==> src/rtl/snoop_fifo_arbiter_if.sv <==
`default_nettype none
// ============================================================================
//  Module      : snoop_fifo_arbiter_if
//  Description : Bundle of the two snoop-source FWFT read ports and the
//                XGMII-TX FIFO write port shared by snoop_fifo_arbiter.
//                Snoop word layout: [63:0] data, [64] start, [65] last,
//                [67:66] lane enables, [71:68] carried unchanged.
//  Modports    : master - arbiter side (drives pops, write port, status)
//                slave  - environment side (drives FIFO heads, full)
//  Revision    : 1.0 - initial release
// ============================================================================
interface snoop_fifo_arbiter_if;
    logic [71:0] src0_dout;
    logic        src0_empty;
    logic        src0_rd_en;
    logic [71:0] src1_dout;
    logic        src1_empty;
    logic        src1_rd_en;
    logic [71:0] din;
    logic        full;
    logic        wr_en;
    logic [1:0]  grant;
    logic        sync_err;

    modport master (
        input  src0_dout, src0_empty, src1_dout, src1_empty, full,
        output src0_rd_en, src1_rd_en, din, wr_en, grant, sync_err
    );

    modport slave (
        output src0_dout, src0_empty, src1_dout, src1_empty, full,
        input  src0_rd_en, src1_rd_en, din, wr_en, grant, sync_err
    );
endinterface
`default_nettype wire

==> src/rtl/snoop_fifo_arbiter.sv <==
`default_nettype none
// ============================================================================
//  Module      : snoop_fifo_arbiter
//  Description : Packet-level round-robin arbiter sharing one XGMII-TX FIFO
//                write port between two FWFT snoop sources. Whole packets
//                are moved without interleaving, followed by GAP idle cycles.
//                Heads found without a start bit while idle are popped and
//                dropped with a one-cycle sync_err pulse.
//  Ports       : clk        - core clock, rising edge
//                sys_rst_n  - asynchronous active-low reset
//                bus        - snoop_fifo_arbiter_if.master (source pops,
//                             din/wr_en/full write port, grant, sync_err)
//                pkt_cnt0/1, drop_cnt - statistics, only with the
//                             SNOOP_ARB_STATS_EN macro defined
//  Parameters  : GAP   - idle cycles after each packet (0 = none)
//                PRIO0 - round-robin pointer after reset (0 = source 0)
//  Revision    : 1.0 - initial release
// ============================================================================
module snoop_fifo_arbiter #(
    parameter int unsigned GAP   = 7,
    parameter bit          PRIO0 = 1'b0
) (
    input  wire logic                 clk,
    input  wire logic                 sys_rst_n,
    snoop_fifo_arbiter_if.master      bus
`ifdef SNOOP_ARB_STATS_EN
    ,
    output logic [31:0]               pkt_cnt0,
    output logic [31:0]               pkt_cnt1,
    output logic [15:0]               drop_cnt
`endif
);

    localparam int unsigned         c_cnt_w    = (GAP > 1) ? $clog2(GAP + 1) : 1;
    localparam logic [c_cnt_w-1:0]  c_gap_load = c_cnt_w'(GAP);
    localparam logic [c_cnt_w-1:0]  c_one      = c_cnt_w'(1);
    localparam bit                  c_no_gap   = (GAP == 0);

    typedef enum logic [1:0] {
        ST_IDLE = 2'd0,
        ST_XFER = 2'd1,
        ST_GAP  = 2'd2
    } state_t;

    state_t               r_state,    w_state_nxt;
    logic [1:0]           r_grant,    w_grant_nxt;
    logic                 r_rr,       w_rr_nxt;
    logic [c_cnt_w-1:0]   r_gap_cnt,  w_gap_cnt_nxt;
    logic [71:0]          r_din,      w_din_nxt;
    logic                 r_wr_en,    w_wr_en_nxt;
    logic                 r_sync_err, w_sync_err_nxt;

    logic                 w_rd_en0;
    logic                 w_rd_en1;
    logic                 w_req0;
    logic                 w_req1;
    logic                 w_disc0;
    logic                 w_disc1;
    logic                 w_last_pop;
    logic [71:0]          w_sel_dout;
    logic                 w_sel_empty;

    // Owner's head word; r_grant[1] set means source 1 owns the packet.
    assign w_sel_dout  = r_grant[1] ? bus.src1_dout  : bus.src0_dout;
    assign w_sel_empty = r_grant[1] ? bus.src1_empty : bus.src0_empty;

    // Requests and desync discards only matter in IDLE; a discard excludes
    // the request of the same source by construction (start bit clear).
    assign w_req0  = !bus.src0_empty &&  bus.src0_dout[64];
    assign w_req1  = !bus.src1_empty &&  bus.src1_dout[64];
    assign w_disc0 = !bus.src0_empty && !bus.src0_dout[64];
    assign w_disc1 = !bus.src1_empty && !bus.src1_dout[64];

    always_comb begin
        w_state_nxt    = r_state;
        w_grant_nxt    = r_grant;
        w_rr_nxt       = r_rr;
        w_gap_cnt_nxt  = r_gap_cnt;
        w_din_nxt      = r_din;
        w_wr_en_nxt    = 1'b0;
        w_sync_err_nxt = 1'b0;
        w_rd_en0       = 1'b0;
        w_rd_en1       = 1'b0;
        w_last_pop     = 1'b0;

        unique case (r_state)
            ST_IDLE: begin
                w_rd_en0       = w_disc0;
                w_rd_en1       = w_disc1;
                w_sync_err_nxt = w_disc0 || w_disc1;
                // The grant cycle itself never pops; XFER starts next cycle.
                if (w_req0 && (!w_req1 || !r_rr)) begin
                    w_grant_nxt = 2'b01;
                    w_state_nxt = ST_XFER;
                end else if (w_req1) begin
                    w_grant_nxt = 2'b10;
                    w_state_nxt = ST_XFER;
                end
            end

            ST_XFER: begin
                if (!w_sel_empty && !bus.full) begin
                    w_rd_en0    = r_grant[0];
                    w_rd_en1    = r_grant[1];
                    w_din_nxt   = w_sel_dout;
                    w_wr_en_nxt = 1'b1;
                    if (w_sel_dout[65]) begin
                        w_last_pop    = 1'b1;
                        w_rr_nxt      = ~r_grant[1];
                        w_grant_nxt   = 2'b00;
                        w_gap_cnt_nxt = c_gap_load;
                        w_state_nxt   = c_no_gap ? ST_IDLE : ST_GAP;
                    end
                end
            end

            ST_GAP: begin
                w_gap_cnt_nxt = r_gap_cnt - c_one;
                if (r_gap_cnt <= c_one) begin
                    w_state_nxt = ST_IDLE;
                end
            end

            default: begin
                w_state_nxt = ST_IDLE;
                w_grant_nxt = 2'b00;
            end
        endcase
    end

    always_ff @(posedge clk or negedge sys_rst_n) begin
        if (!sys_rst_n) begin
            r_state    <= ST_IDLE;
            r_grant    <= 2'b00;
            r_rr       <= PRIO0;
            r_gap_cnt  <= '0;
            r_din      <= '0;
            r_wr_en    <= 1'b0;
            r_sync_err <= 1'b0;
        end else begin
            r_state    <= w_state_nxt;
            r_grant    <= w_grant_nxt;
            r_rr       <= w_rr_nxt;
            r_gap_cnt  <= w_gap_cnt_nxt;
            r_din      <= w_din_nxt;
            r_wr_en    <= w_wr_en_nxt;
            r_sync_err <= w_sync_err_nxt;
        end
    end

    // Pops are combinational, so they must be forced low while reset is held
    // or a desync head would be consumed during reset.
    assign bus.src0_rd_en = w_rd_en0 && sys_rst_n;
    assign bus.src1_rd_en = w_rd_en1 && sys_rst_n;
    assign bus.din        = r_din;
    assign bus.wr_en      = r_wr_en;
    assign bus.grant      = r_grant;
    assign bus.sync_err   = r_sync_err;

`ifdef SNOOP_ARB_STATS_EN
    // Counters wrap naturally at their maximum value.
    always_ff @(posedge clk or negedge sys_rst_n) begin
        if (!sys_rst_n) begin
            pkt_cnt0 <= '0;
            pkt_cnt1 <= '0;
            drop_cnt <= '0;
        end else begin
            if (w_last_pop && r_grant[0]) begin
                pkt_cnt0 <= pkt_cnt0 + 32'd1;
            end
            if (w_last_pop && r_grant[1]) begin
                pkt_cnt1 <= pkt_cnt1 + 32'd1;
            end
            if (w_sync_err_nxt) begin
                drop_cnt <= drop_cnt + 16'd1;
            end
        end
    end
`endif

endmodule
`default_nettype wire

==> src/flat_wrapper.sv <==
// flat-port wrapper written by rule: the top's interface ports become plain ports
module snoop_fifo_arbiter_flat 
#(
    parameter int unsigned GAP   = 7,
    parameter bit          PRIO0 = 1'b0
)
  (clk, sys_rst_n, bus_src0_dout, bus_src0_empty, bus_src1_dout, bus_src1_empty, bus_full, bus_src0_rd_en, bus_src1_rd_en, bus_din, bus_wr_en, bus_grant, bus_sync_err);
  snoop_fifo_arbiter_if bus_i ();
  input  wire logic clk;
  input  wire logic sys_rst_n;
  input wire logic [$bits(bus_i.src0_dout)-1:0] bus_src0_dout;
  input wire logic [$bits(bus_i.src0_empty)-1:0] bus_src0_empty;
  input wire logic [$bits(bus_i.src1_dout)-1:0] bus_src1_dout;
  input wire logic [$bits(bus_i.src1_empty)-1:0] bus_src1_empty;
  input wire logic [$bits(bus_i.full)-1:0] bus_full;
  output wire logic [$bits(bus_i.src0_rd_en)-1:0] bus_src0_rd_en;
  output wire logic [$bits(bus_i.src1_rd_en)-1:0] bus_src1_rd_en;
  output wire logic [$bits(bus_i.din)-1:0] bus_din;
  output wire logic [$bits(bus_i.wr_en)-1:0] bus_wr_en;
  output wire logic [$bits(bus_i.grant)-1:0] bus_grant;
  output wire logic [$bits(bus_i.sync_err)-1:0] bus_sync_err;
  assign bus_i.src0_dout = bus_src0_dout;
  assign bus_i.src0_empty = bus_src0_empty;
  assign bus_i.src1_dout = bus_src1_dout;
  assign bus_i.src1_empty = bus_src1_empty;
  assign bus_i.full = bus_full;
  assign bus_src0_rd_en = bus_i.src0_rd_en;
  assign bus_src1_rd_en = bus_i.src1_rd_en;
  assign bus_din = bus_i.din;
  assign bus_wr_en = bus_i.wr_en;
  assign bus_grant = bus_i.grant;
  assign bus_sync_err = bus_i.sync_err;
  snoop_fifo_arbiter #(.GAP(GAP), .PRIO0(PRIO0)) u_core (.clk(clk), .sys_rst_n(sys_rst_n), .bus(bus_i));
endmodule
==> config.mk <==
export PLATFORM = sky130hd
export DESIGN_NAME = snoop_fifo_arbiter_flat
export DESIGN_NICKNAME = d
export VERILOG_FILES = /design/src/rtl/snoop_fifo_arbiter_if.sv /design/src/rtl/snoop_fifo_arbiter.sv /design/src/flat_wrapper.sv
export SDC_FILE = /design/constraint.sdc
export NUM_CORES = 1
export LEC_CHECK = 0
export CAP_MARGIN = 15
export CORE_MARGIN = 2
export CORE_UTILIZATION = 35
export CTS_CLUSTER_SIZE = 40
export DETAILED_ROUTE_END_ITERATION = 16
export PLACE_DENSITY = 0.75
export SYNTH_ARGS = -nofsm -noshare
export SYNTH_HDL_FRONTEND = slang
export SYNTH_SLANG_ARGS = --single-unit
export TNS_END_PERCENT = 20
==> constraint.sdc <==
create_clock -name clk -period 1.95 [get_ports clk]
set_input_delay 0.195 -clock clk [delete_from_list [all_inputs] [get_ports clk]]
set_output_delay 0.195 -clock clk [all_outputs]
set_load 0.03 [all_outputs]
==> run metrics <==
Pleak 2.89 nW; initial core utilization 0.359; mapped cell area 0.00389 mm2; all-layer global routing usage 0.181; Antenna Nets Post-Route 0; design area 0.00651 mm2; MaxCap Viol Count 0; Layout area overhead 67.1%; die width approximately 110 um; Mapped Nets around 530; PD cells roughly 1400 mW/mm2; Hold EP u_core.r_rr; Hold Crit Class in2reg; Synth top area share 0.527; first-pass GRT wire length about 17 mm; setup ws final 63.3 ps; Post-DP HPWL 8.44 mm; Die ar. 0.0120 mm2; Avg Inst Size Synth between 10 and 15 um2; DP Area 0.00629 mm2; # fillers 958; Worst setup EP type output pin; routed wire length between 10 and 15 mm; top cells by area, synth dfrtp_1, mux2i_1, o21ai_0, nand2_1, buf_2; number of global-route vias before repair 3490; layout cells sized above 1 0.0593; crit path max fanout 4; final core occ 0.600; gpl congestion 0.790; Root Driver clkbuf_8; Relative slew margins 0.577; GR Overflow Total 0; DR pass1 iterations 5; Vias/cell 4.72; fin crit period 1890 ps; DP Worst Slack 62.3 ps; clock buffer depth 2; Core ar. 0.0108 mm2; largest net degree at the start of global routing 144; Synth cell types 25; Final nets about 760; register area share after synthesis 0.527; fin crit share 0.968; crit path DAT 1690 ps; routed len/inst 14.4 um; Mapped Cells 377; Worst R2R Start u_core.bus.grant[1]; Seq cells post-synth 82; final number of hold-violating endpoints 0; # IOs 227; Layout Skew approximately 8 ps; RSZ-0062 raised after global routing true; # setup viols final 0; max-slew violation count 0; Hold Path Depth 2; Worst EP required roughly 1800 ps; worst-margin pin slew 634 ps; status finished, final reports clean; Cell Rows 38; Crit Path Category reg2out; I/O Buffers 226; Worst Reg-to-Reg Cells 5; DRC 0; R2R Setup Slk 60 ps; clock slew at reported path FFs 80 ps; crit path launch type register; Die Y 109 um; vias ~3500; Ys Warns 0; Worst R2R End u_core.bus.grant[0]; Peak VDD IR 725 uV; largest area contributor in the netlist dfrtp_1; CTS tree built; 1st-iter DRT viols 96; # H-tree levels 3; Num CTS Buffers 9; min-delay src bus_src1_dout[65]; CTS Sinks 82; antenna violations before repair 0; Clk Latency, worst-skew pair 350 ps; FMAX 530 MHz; diode count 0
[critical path: stages, from the launching register on]
cell      delay [ps]
dfrtp_4          510
mux2i_1          200
nand3b_1         150
inv_2            100
a22oi_2           70
nor2b_1          140
buf_4            180
[cells by family (layout without fill, tap and decap cells)]
family                     count (synthesis)  after routing  synth area share
buffers and inverters                     33            263            0.0382
AOI/OAI and AO/OA                         92             92             0.132
adders and majority gates                  5              5            0.0161
and+or+nand+nor                           92             92            0.0989
muxes                                     73             73             0.188
DFF                                       82             82             0.527
[state kept, by name, indices dropped and copies added (netlist names)]
name / count
u_core.bus.grant: 2
u_core.r_gap_cnt: 3
u_core.r_rr: 1
u_core.r_state: 2
u_core.bus.din: 72
u_core.bus.sync_err: 1
u_core.bus.wr_en: 1
[worst max path at each step]
| stage | startpoint | to | slack [ps] | cells after the start |
|---|---|---|---|---|
| 2_1_floorplan | u_core.r_state[1] | bus_src1_rd_en | -10 | 7 |
| 3_3_place_gp | bus_src0_empty | u_core.r_gap_cnt[2] | 120 | 5 |
| 3_5_place_dp | bus_src0_empty | u_core.bus.grant[0] | 60 | 5 |
| 4_1_cts | u_core.bus.grant[1] | bus_src1_rd_en | -40 | 6 |
| 5_1_grt | u_core.bus.grant[1] | bus_src1_rd_en | -9 | 6 |
| 6_report | u_core.bus.grant[1] | bus_src1_rd_en | 60 | 6 |
[Yosys cell counts, drive strengths merged]
| library cell | number |
|---|---|
| clkbuf | 10 |
| a22oi | 2 |
| dfrtp | 82 |
| nor2 | 7 |
| nor2b | 4 |
| o21ba | 1 |
| or4b | 1 |
| a31o | 2 |
| a31oi | 6 |
| nand2 | 74 |
| inv | 8 |
| nand3 | 2 |
| buf | 15 |
| nand2b | 1 |
| a21boi | 1 |
| nand3b | 2 |
| mux2i | 73 |
| a21oi | 6 |
| a22o | 1 |
| ha | 5 |
| nand4bb | 1 |
| o21ai | 73 |
[stage by stage]
step	std cells	setup TNS (ps)	hold slack, ps	power (mW)
2_1_floorplan	377	-13.6	-101	6.09
3_3_place_gp	725	0	264	8.26
3_5_place_dp	725	0	269	8.39
4_1_cts	743	-47.4	434	9.49
5_1_grt	747	-8.57	466	10.1
6_report	747	0	449	9.42
[where the power goes]
part	total [mW]	switching (mW)	internal, mW
Combinational	5.49	3.09	2.41
Sequential	2.86	0.402	2.46
Clock	1.07	0.578	0.493
[routing by layer]
layer / GRT usage / up-vias / routed length (um)
li1: - / 1752 / -
met1: 0.204 / 1628 / 4080
met2: 0.322 / 131 / 5640
met3: 0.0474 / 13 / 852
met4: 0.0759 / 0 / 199
met5: 0 / - / 0
[area by class of cell]
type | instances | area [um2] | area share
clock buffer | 13 | 149 | 0.0229
clock inverter | 3 | 15.0 | 0.00231
inverter | 8 | 30.0 | 0.00461
multi-input combinational | 262 | 1700 | 0.261
sequential | 82 | 2060 | 0.316
tap | 140 | 175 | 0.0269
timing repair buffer | 239 | 2380 | 0.366
[layout by cell type (no fill, tap or decap), types with 3 or more instances in the layout]
cell type	Yosys	final
clkdlybuf4s50_1	0	222
dfrtp_1	82	81
nand2_1	74	74
mux2i_1	73	73
o21ai_0	73	73
buf_4	0	12
clkbuf_8	0	10
inv_1	8	7
nor2_1	7	7
a21oi_1	6	6
a31oi_1	5	5
ha_1	5	5
nor2b_1	4	3
clkinv_2	0	3
clkbuf_1	10	3
[timing repair]
item / in CTS / in global routing
endpoints found under the hold margin: 69 / 0
setup endpoints to repair: 3 / 2
buffers inserted: 1 / 4
hold buffers: 1 / 0
gates resized for setup: 3 / 1
pin swaps: 1 / 2
No activity file was read; power rests on OpenSTA's default activity.
